$ cat src/rtl/mem_access_ctrl.sv
// Data-memory access sequencer for the MEM stage: latches one load/store, runs a
// req/ack bus cycle with byte lanes and timeout, then returns aligned/extended load data.
module mem_access_ctrl #(
  parameter int DATA_W  = 32,
  parameter int ADDR_W  = 32,
  parameter int TIMEOUT = 15
) (
  input  logic              clk,
  input  logic              rst,
  input  logic              req_valid,
  input  logic              req_we,
  input  logic [1:0]        req_size,
  input  logic              req_signed,
  input  logic [ADDR_W-1:0] req_addr,
  input  logic [DATA_W-1:0] req_wdata,
  output logic              stallreq,
  output logic              resp_valid,
  output logic [DATA_W-1:0] resp_rdata,
  output logic              resp_err,
  output logic              bus_ce,
  output logic              bus_we,
  output logic [3:0]        bus_sel,
  output logic [ADDR_W-1:0] bus_addr,
  output logic [DATA_W-1:0] bus_wdata,
  input  logic              bus_ack,
  input  logic [DATA_W-1:0] bus_rdata,
  output logic [1:0]        dbg_state
);

  // Handshake: a request is accepted on any rising edge where req_valid=1 in IDLE;
  // the bus holds ce/we/sel/addr/wdata stable until the edge on which bus_ack=1.
  localparam int CNT_W = (TIMEOUT < 2) ? 1 : $clog2(TIMEOUT + 1);

  typedef enum logic [1:0] {S_IDLE = 2'd0, S_ACCESS = 2'd1, S_DONE = 2'd2} state_t;

  state_t              state_q, state_d;
  logic                we_q, we_d;
  logic [1:0]          size_q, size_d;
  logic                signed_q, signed_d;
  logic [ADDR_W-1:0]   addr_q, addr_d;
  logic [DATA_W-1:0]   wdata_q, wdata_d;
  logic [CNT_W-1:0]    cnt_q, cnt_d;
  logic                err_q, err_d;
  logic [DATA_W-1:0]   rdata_q, rdata_d;

  logic                req_legal;
  logic [CNT_W-1:0]    cnt_inc;
  logic [7:0]          ld_byte;
  logic [15:0]         ld_half;
  logic [DATA_W-1:0]   ld_ext;
  logic [3:0]          sel_lanes;
  logic [DATA_W-1:0]   wdata_rep;

  always_ff @(posedge clk or negedge rst) begin
    if (!rst) begin
      state_q  <= S_IDLE;
      we_q     <= 1'b0;
      size_q   <= 2'b00;
      signed_q <= 1'b0;
      addr_q   <= '0;
      wdata_q  <= '0;
      cnt_q    <= '0;
      err_q    <= 1'b0;
      rdata_q  <= '0;
    end else begin
      state_q  <= state_d;
      we_q     <= we_d;
      size_q   <= size_d;
      signed_q <= signed_d;
      addr_q   <= addr_d;
      wdata_q  <= wdata_d;
      cnt_q    <= cnt_d;
      err_q    <= err_d;
      rdata_q  <= rdata_d;
    end
  end

  // Lane selection and data steering from the latched request (big-endian lanes).
  always_comb begin
    req_legal = 1'b0;
    case (req_size)
      2'b00:   req_legal = 1'b1;
      2'b01:   req_legal = ~req_addr[0];
      2'b10:   req_legal = (req_addr[1:0] == 2'b00);
      default: req_legal = 1'b0;
    endcase

    sel_lanes = 4'b0000;
    wdata_rep = wdata_q;
    case (size_q)
      2'b00: begin
        sel_lanes = 4'b1000 >> addr_q[1:0];
        wdata_rep = {4{wdata_q[7:0]}};
      end
      2'b01: begin
        sel_lanes = addr_q[1] ? 4'b0011 : 4'b1100;
        wdata_rep = {2{wdata_q[15:0]}};
      end
      default: begin
        sel_lanes = 4'b1111;
        wdata_rep = wdata_q;
      end
    endcase

    case (addr_q[1:0])
      2'b00:   ld_byte = bus_rdata[31:24];
      2'b01:   ld_byte = bus_rdata[23:16];
      2'b10:   ld_byte = bus_rdata[15:8];
      default: ld_byte = bus_rdata[7:0];
    endcase
    ld_half = addr_q[1] ? bus_rdata[15:0] : bus_rdata[31:16];

    case (size_q)
      2'b00:   ld_ext = signed_q ? {{24{ld_byte[7]}}, ld_byte} : {24'b0, ld_byte};
      2'b01:   ld_ext = signed_q ? {{16{ld_half[15]}}, ld_half} : {16'b0, ld_half};
      default: ld_ext = bus_rdata;
    endcase
  end

  always_comb begin
    state_d  = state_q;
    we_d     = we_q;
    size_d   = size_q;
    signed_d = signed_q;
    addr_d   = addr_q;
    wdata_d  = wdata_q;
    cnt_d    = cnt_q;
    err_d    = err_q;
    rdata_d  = rdata_q;
    cnt_inc  = cnt_q + 1'b1;
    case (state_q)
      S_IDLE: begin
        if (req_valid) begin
          we_d     = req_we;
          size_d   = req_size;
          signed_d = req_signed;
          addr_d   = req_addr;
          wdata_d  = req_wdata;
          cnt_d    = '0;
          rdata_d  = '0;
          if (req_legal) begin
            err_d   = 1'b0;
            state_d = S_ACCESS;
          end else begin
            err_d   = 1'b1;
            state_d = S_DONE;
          end
        end
      end
      S_ACCESS: begin
        if (bus_ack) begin
          rdata_d = we_q ? '0 : ld_ext;
          err_d   = 1'b0;
          state_d = S_DONE;
        end else begin
          cnt_d = cnt_inc;
          // TIMEOUT=0 lets the counter wrap freely and never aborts.
          if ((TIMEOUT != 0) && (cnt_inc == CNT_W'(TIMEOUT))) begin
            rdata_d = '0;
            err_d   = 1'b1;
            state_d = S_DONE;
          end
        end
      end
      S_DONE:  state_d = S_IDLE;
      default: state_d = S_IDLE;
    endcase
  end

  always_comb begin
    stallreq   = ((state_q == S_IDLE) && req_valid) || (state_q == S_ACCESS);
    resp_valid = (state_q == S_DONE);
    resp_rdata = (state_q == S_DONE) ? rdata_q : '0;
    resp_err   = (state_q == S_DONE) ? err_q : 1'b0;
    bus_ce     = (state_q == S_ACCESS);
    bus_we     = (state_q == S_ACCESS) ? we_q : 1'b0;
    bus_sel    = (state_q == S_ACCESS) ? sel_lanes : 4'b0000;
    bus_addr   = (state_q == S_ACCESS) ? {addr_q[ADDR_W-1:2], 2'b00} : '0;
    bus_wdata  = (state_q == S_ACCESS) ? wdata_rep : '0;
    dbg_state  = state_q;
  end

endmodule

$ cat config.mk
export PLATFORM = sky130hd
export DESIGN_NAME = mem_access_ctrl
export DESIGN_NICKNAME = d
export VERILOG_FILES = /design/src/rtl/mem_access_ctrl.sv
export SDC_FILE = /design/constraint.sdc
export NUM_CORES = 1
export LEC_CHECK = 0
export CAP_MARGIN = 10
export CORE_MARGIN = 10
export CORE_UTILIZATION = 45
export CTS_CLUSTER_DIAMETER = 150
export DETAILED_ROUTE_END_ITERATION = 7
export PLACE_DENSITY_LB_ADDON = 0.12
export SETUP_SLACK_MARGIN = 0.1
export SLEW_MARGIN = 10
export SYNTH_ARGS = -nofsm -noshare
export SYNTH_HDL_FRONTEND = slang
export SYNTH_SLANG_ARGS = --single-unit
$ cat constraint.sdc
create_clock -name clk -period 2.2 [get_ports clk]
set_input_delay 0.22 -clock clk [delete_from_list [all_inputs] [get_ports clk]]
set_output_delay 0.22 -clock clk [all_outputs]
set_load 0.1 [all_outputs]
## Yosys cells after proc, flatten, opt, wreduce, memory -nomap -nowiden

Cells that the tools add are included.
W data, S select, Z words.

| storage, ports and cells | value |
|---|---|
| register bits | 107 |
| bits in latches | 0 |
| RAM bits | 0 |
| memory bits (read-only) | 0 |
| logic and storage cells | 68 |
| memories | 0 |

| operators by class | value |
|---|---|
| add/subtract/negate cells | 1 |
| $mul | 0 |
| divide/modulo/power cells | 0 |
| $lt $le $gt $ge | 0 |
| equality and inequality tests | 11 |
| shift operators | 1 |
| muxes and demuxes | 33 |
| bitwise operators | 1 |
| reductions and logical operators | 12 |

Operators by type and width:

| kind | count |
|---|---|
| $mux W32 | 9 |
| $pmux W32 S2 | 3 |
| $pmux W8 S3 | 1 |
| $mux W16 | 1 |
| $mux W4 | 4 |
| $pmux W4 S2 | 2 |
| $logic_not A2 Y1 | 5 |
| $eq A2 B1 Y1 const B | 4 |
| $mux W2 | 4 |
| $eq A2 B2 Y1 const B | 3 |
| $mux W1 | 6 |
| $reduce_and A3 Y1 | 2 |
| $add A4 B1 Y4 const B | 1 |
| $eq A4 B4 Y1 const B | 1 |
| $ne A2 B2 Y1 const B | 2 |
| $pmux W2 S2 | 1 |
| $reduce_and A2 Y1 | 2 |
| $shr A4 B2 Y4 const A | 1 |
| $ne A3 B1 Y1 const B | 1 |
| $pmux W1 S3 | 1 |
| $pmux W1 S2 | 1 |
| $reduce_bool A2 Y1 | 1 |
| $logic_and A1 B1 Y1 | 1 |
| $logic_or A1 B1 Y1 | 1 |
| $not A1 Y1 | 1 |

## Depth between registers and ports, before layout

| depth | value |
|---|---|
| depth after elaboration | 7 |
| gate-level depth with buffers | 7 |

## Least setup slack after synthesis

No wires, ideal clock.

| timing | value |
|---|---|
| path kind | register to register |
| start point | reg state_q[0], in the netlist dbg_state[0] |
| end point | reg rdata_q[21] |
| data arrival time | 3.560 ns |
| slack | -1.481 ns |
| cell stages (with the launch flop) | 7 |
| path buffers | 2 |
| clock period less this slack | 3.681 ns |
| cells stage by stage | dfrtp_1 buf_4 nor2_1 nor2_1 o311ai_2 clkbuf_1 a22o_1 |

| on the way | value |
|---|---|
| longest elaborated chain between the ends | 3 |
| elaborated cells on any way between the ends | 7 |

Ends and longest elaborated chain:

| item | RTL line | source |
|---|---|---|
| start, declared | 36 | `state_t state_q, state_d;` |
| start signal, assigned | 66 | `state_q <= state_d;` |
| $eq A2 B1 Y1 / $logic_not A2 Y1 (equally long branches) | 131 | `case (state_q)` |
| $ne A3 B1 Y1 (no source line) (tied with other cells) | n/a |  |
| $reduce_and A3 Y1 (no source line) | n/a |  |
| end signal, assigned | 74 | `rdata_q <= rdata_d;` |
| end, declared | 44 | `logic [DATA_W-1:0] rdata_q, rdata_d;` |

Several ways; a longest one is shown, not always the timed one.
A chain may end at the register's enable or synchronous reset.

## Worst setup path in the final report

| timing | value |
|---|---|
| start point | reg state_q[1], in the netlist dbg_state[1] |
| end point | out bus_addr[5] |

| on the way | value |
|---|---|
| longest elaborated chain between the ends | 2 |

Ends and longest elaborated chain:

| item | RTL line | source |
|---|---|---|
| $eq A2 B1 Y1 | 178 | `bus_addr = (state_q == S_ACCESS) ? {addr_q[ADDR_W-1:2], 2'b00} : '0;` |
| $mux W32 | 178 |  |
| end, declared | 23 | `output logic [ADDR_W-1:0] bus_addr,` |

Every way passes these cells.

==> impl_metrics.json <==
{
  "io_pins": 211,
  "io_buffers": 208,
  "syn_avg_cell_area_sq_um": 10.61,
  "rr_worst_depth": 5,
  "pwr-share-clk_pct": 9.5,
  "fp.dieH_microns": 132.4,
  "p_sw_mw": 8.749,
  "num_rows": 41,
  "htree_num_levels": 3,
  "whs_ps": 310.9,
  "max-cap-violations": 0,
  "finalPower_mw": 17.03,
  "cts_tree": "built",
  "postPlaceCellArea_sq_um": 9325,
  "async_flop_share_pct": 100.0,
  "clk_path_buf_depth": 2,
  "endpoint_kind": "output port",
  "max_freq_mhz": 493.4,
  "required_ps": 1980,
  "cp_num_buf_inv": 3,
  "final_cells": 913,
  "grt_pass1_wl_microns": 29400,
  "grt_max_degree": 56,
  "finalClockSkew_ps": 7.799,
  "hpwl_microns": 14140,
  "ctsRootBufferMaster": "clkbuf_16",
  "synthFlopType": "dfrtp_1",
  "final_layout_size_suffix_gt1_share_pct": 44.13,
  "dp_slack_ps": 154.6,
  "fp.dieW_microns": 132.4,
  "timing.final.crit_share_pct": 92.13,
  "synth-edff-count": 0,
  "numCtsBuffers": 9,
  "core_sq_um": 12520,
  "drt_iter0_drc": 342,
  "die-area_sq_um": 17540,
  "cp-start-kind": "flip-flop",
  "rr_endpoint": "rdata_q[21]",
  "place.gp.congestion": 0.8266,
  "antenna_found_initial": 0,
  "dr.pass1.iters": 7,
  "wl_microns": 18480,
  "stdcell_area_sq_um": 9679,
  "ys_types": 40,
  "powerDensity_nw_per_um2": 1760,
  "setup_viol": 0,
  "vias": 4959,
  "diodes": 0,
  "setup_ws_ps": 173.1,
  "start_util_pct": 45.45,
  "clk_pin_slew_ps": 70,
  "syn_area_sq_um": 5689,
  "drc": 0,
  "postRouteAntennaNets": 0,
  "min_path_type": "primary input to asynchronous set/reset pin",
  "final_common_cell": "buf_12",
  "fin_nets": 843,
  "grt_usage_pct": 20.83,
  "slowest_delay_ps": 540,
  "dp.cells": 893,
  "peakVddDrop_mv": 1.388,
  "worstSetupPathType": "flip-flop to output port",
  "slowest_stage": "dfrtp_4",
  "critPathArrivalTime_ps": 1810,
  "ys_ff_latch": 107,
  "status": "completed",
  "p_int_mw": 8.284,
  "syn-instance-count": 536,
  "wl_per_cell_microns": 20.24,
  "crit_fanout": 22,
  "ys_seq_area_share_pct": 47.06,
  "min_period_ps": 2027,
  "reg2reg_from": "cnt_q[0]",
  "drv_slew": 0,
  "swShare_pct": 51.37,
  "vias_per_cell": 5.432,
  "crit_chain": "nand2b_4 > inv_1 > buf_4 > and2_2 > buf_12",
  "combPwrFrac_pct": 69.4,
  "grt_setup_unrepaired": "yes",
  "syn2layout_area_growth_pct": 70.13,
  "r2r_slack_ps": 320,
  "cp_top_family": "flip-flops",
  "grt-ovfl-total": 0,
  "yosysWarnings": 0,
  "first_global_vias": 5378,
  "final_cell_mix": "buf_12, dfrtp_1, clkdlybuf4s50_1",
  "sequentialPowerShare_pct": 21.1,
  "p_leak_nw": 4.076,
  "clkLatencyLatePin_ps": 350,
  "tritoncts_num_sinks": 107,
  "hold_viol_final": 0
}
-- worst max path at each step --
stage	startpoint	endpoint	cells past startpoint	slack [ps]
after CTS	size_q[0]	bus_wdata[29]	6	110
after global routing	dbg_state[0]	resp_rdata[15]	4	90
after floorplan	dbg_state[0]	bus_wdata[11]	4	-50
after detailed placement	bus_ack	rdata_q[7]	6	150
final	dbg_state[1]	bus_addr[5]	5	170
after global placement	bus_ack	rdata_q[14]	6	220
-- cell families (layout without fill, tap and decap cells) --
| logic type | Yosys count | after routing | share of synthesized area (%) |
|---|---|---|---|
| other cells | 1 | 2 | 0.06591 |
| xor+xnor | 1 | 1 | 0.1540 |
| buf+inv | 56 | 260 | 4.487 |
| flops | 107 | 107 | 47.06 |
| simple gates | 177 | 177 | 16.63 |
| compound gates | 99 | 99 | 13.04 |
| fa+ha+maj | 2 | 2 | 0.4398 |
| mux | 93 | 93 | 18.12 |
-- flip-flops by register name (all words and copies together) (netlist names) --
signal / flops
dbg_state: 2
wdata_q: 32
err_q: 1
cnt_q: 4
we_q: 1
rdata_q: 32
signed_q: 1
size_q: 2
addr_q: 32
-- synthesized netlist by cell type, drive strengths merged, types with 3 or more instances --
| library cell | instances | area (sq um) |
|---|---|---|
| nand2b | 19 | 126.4 |
| nor3 | 3 | 15.01 |
| mux2i | 22 | 220.2 |
| nor3b | 3 | 27.52 |
| and2 | 73 | 456.7 |
| a221oi | 14 | 122.6 |
| buf | 20 | 120.1 |
| a22o | 29 | 254.0 |
| inv | 13 | 48.80 |
| o2bb2ai | 7 | 61.31 |
| o22ai | 10 | 62.56 |
| dfrtp | 107 | 2678 |
| nand2 | 32 | 120.1 |
| nor2 | 37 | 138.9 |
| o21ai | 7 | 35.03 |
| mux2 | 70 | 788.3 |
| a21oi | 24 | 120.1 |
| or2 | 3 | 18.77 |
| clkbuf | 23 | 86.33 |
-- power by group through the flow --
stage / combinational [mW] / sequential [mW] / clock, mW
3_5_place_dp: 11.8 / 3.62 / 0
6_report: 11.8 / 3.59 / 1.62
4_1_cts: 11.8 / 3.60 / 1.65
2_1_floorplan: 8.05 / 3.46 / 0
3_3_place_gp: 11.6 / 3.56 / 0
5_1_grt: 12.3 / 3.72 / 1.72
-- layout make-up --
cell class,instances,area (sq um)
Sequential cell,107,2688
Tap cell,172,215.2
Clock buffer,11,242.7
Inverter,13,52.55
Multi-Input combinational cell,374,3100
Clock inverter,4,51.30
Timing Repair Buffer,232,3329
Fill cell,839,2838
-- what timing repair did --
action	in CTS	in global routing
gates resized for setup	1	4
endpoints found under the hold margin	23	0
setup endpoints to repair	14	29
hold buffers	1	0
setup buffers	0	4
-- per-stage QoR --
stage | TNS (ps) | utilization (%)
floorplan | -343.3 | -
global placement | 0 | 74.50
detailed placement | 0 | 74.50
CTS | 0 | 76.94
global route | 0 | 77.33
finish | 0 | 77.33
-- layer usage --
layer | track usage [%] | wire [microns] | share of wire (%) | vias to the layer above
met5 | 0 | 0 | 0 | -
met1 | 22.51 | 6775 | 37 | 2446
met3 | 8.895 | 1686 | 9.1 | 24
li1 | - | - | - | 2274
met2 | 36.87 | 9739 | 53 | 215
met4 | 4.829 | 275 | 1.5 | 0
(Power assumes the default switching activity.)
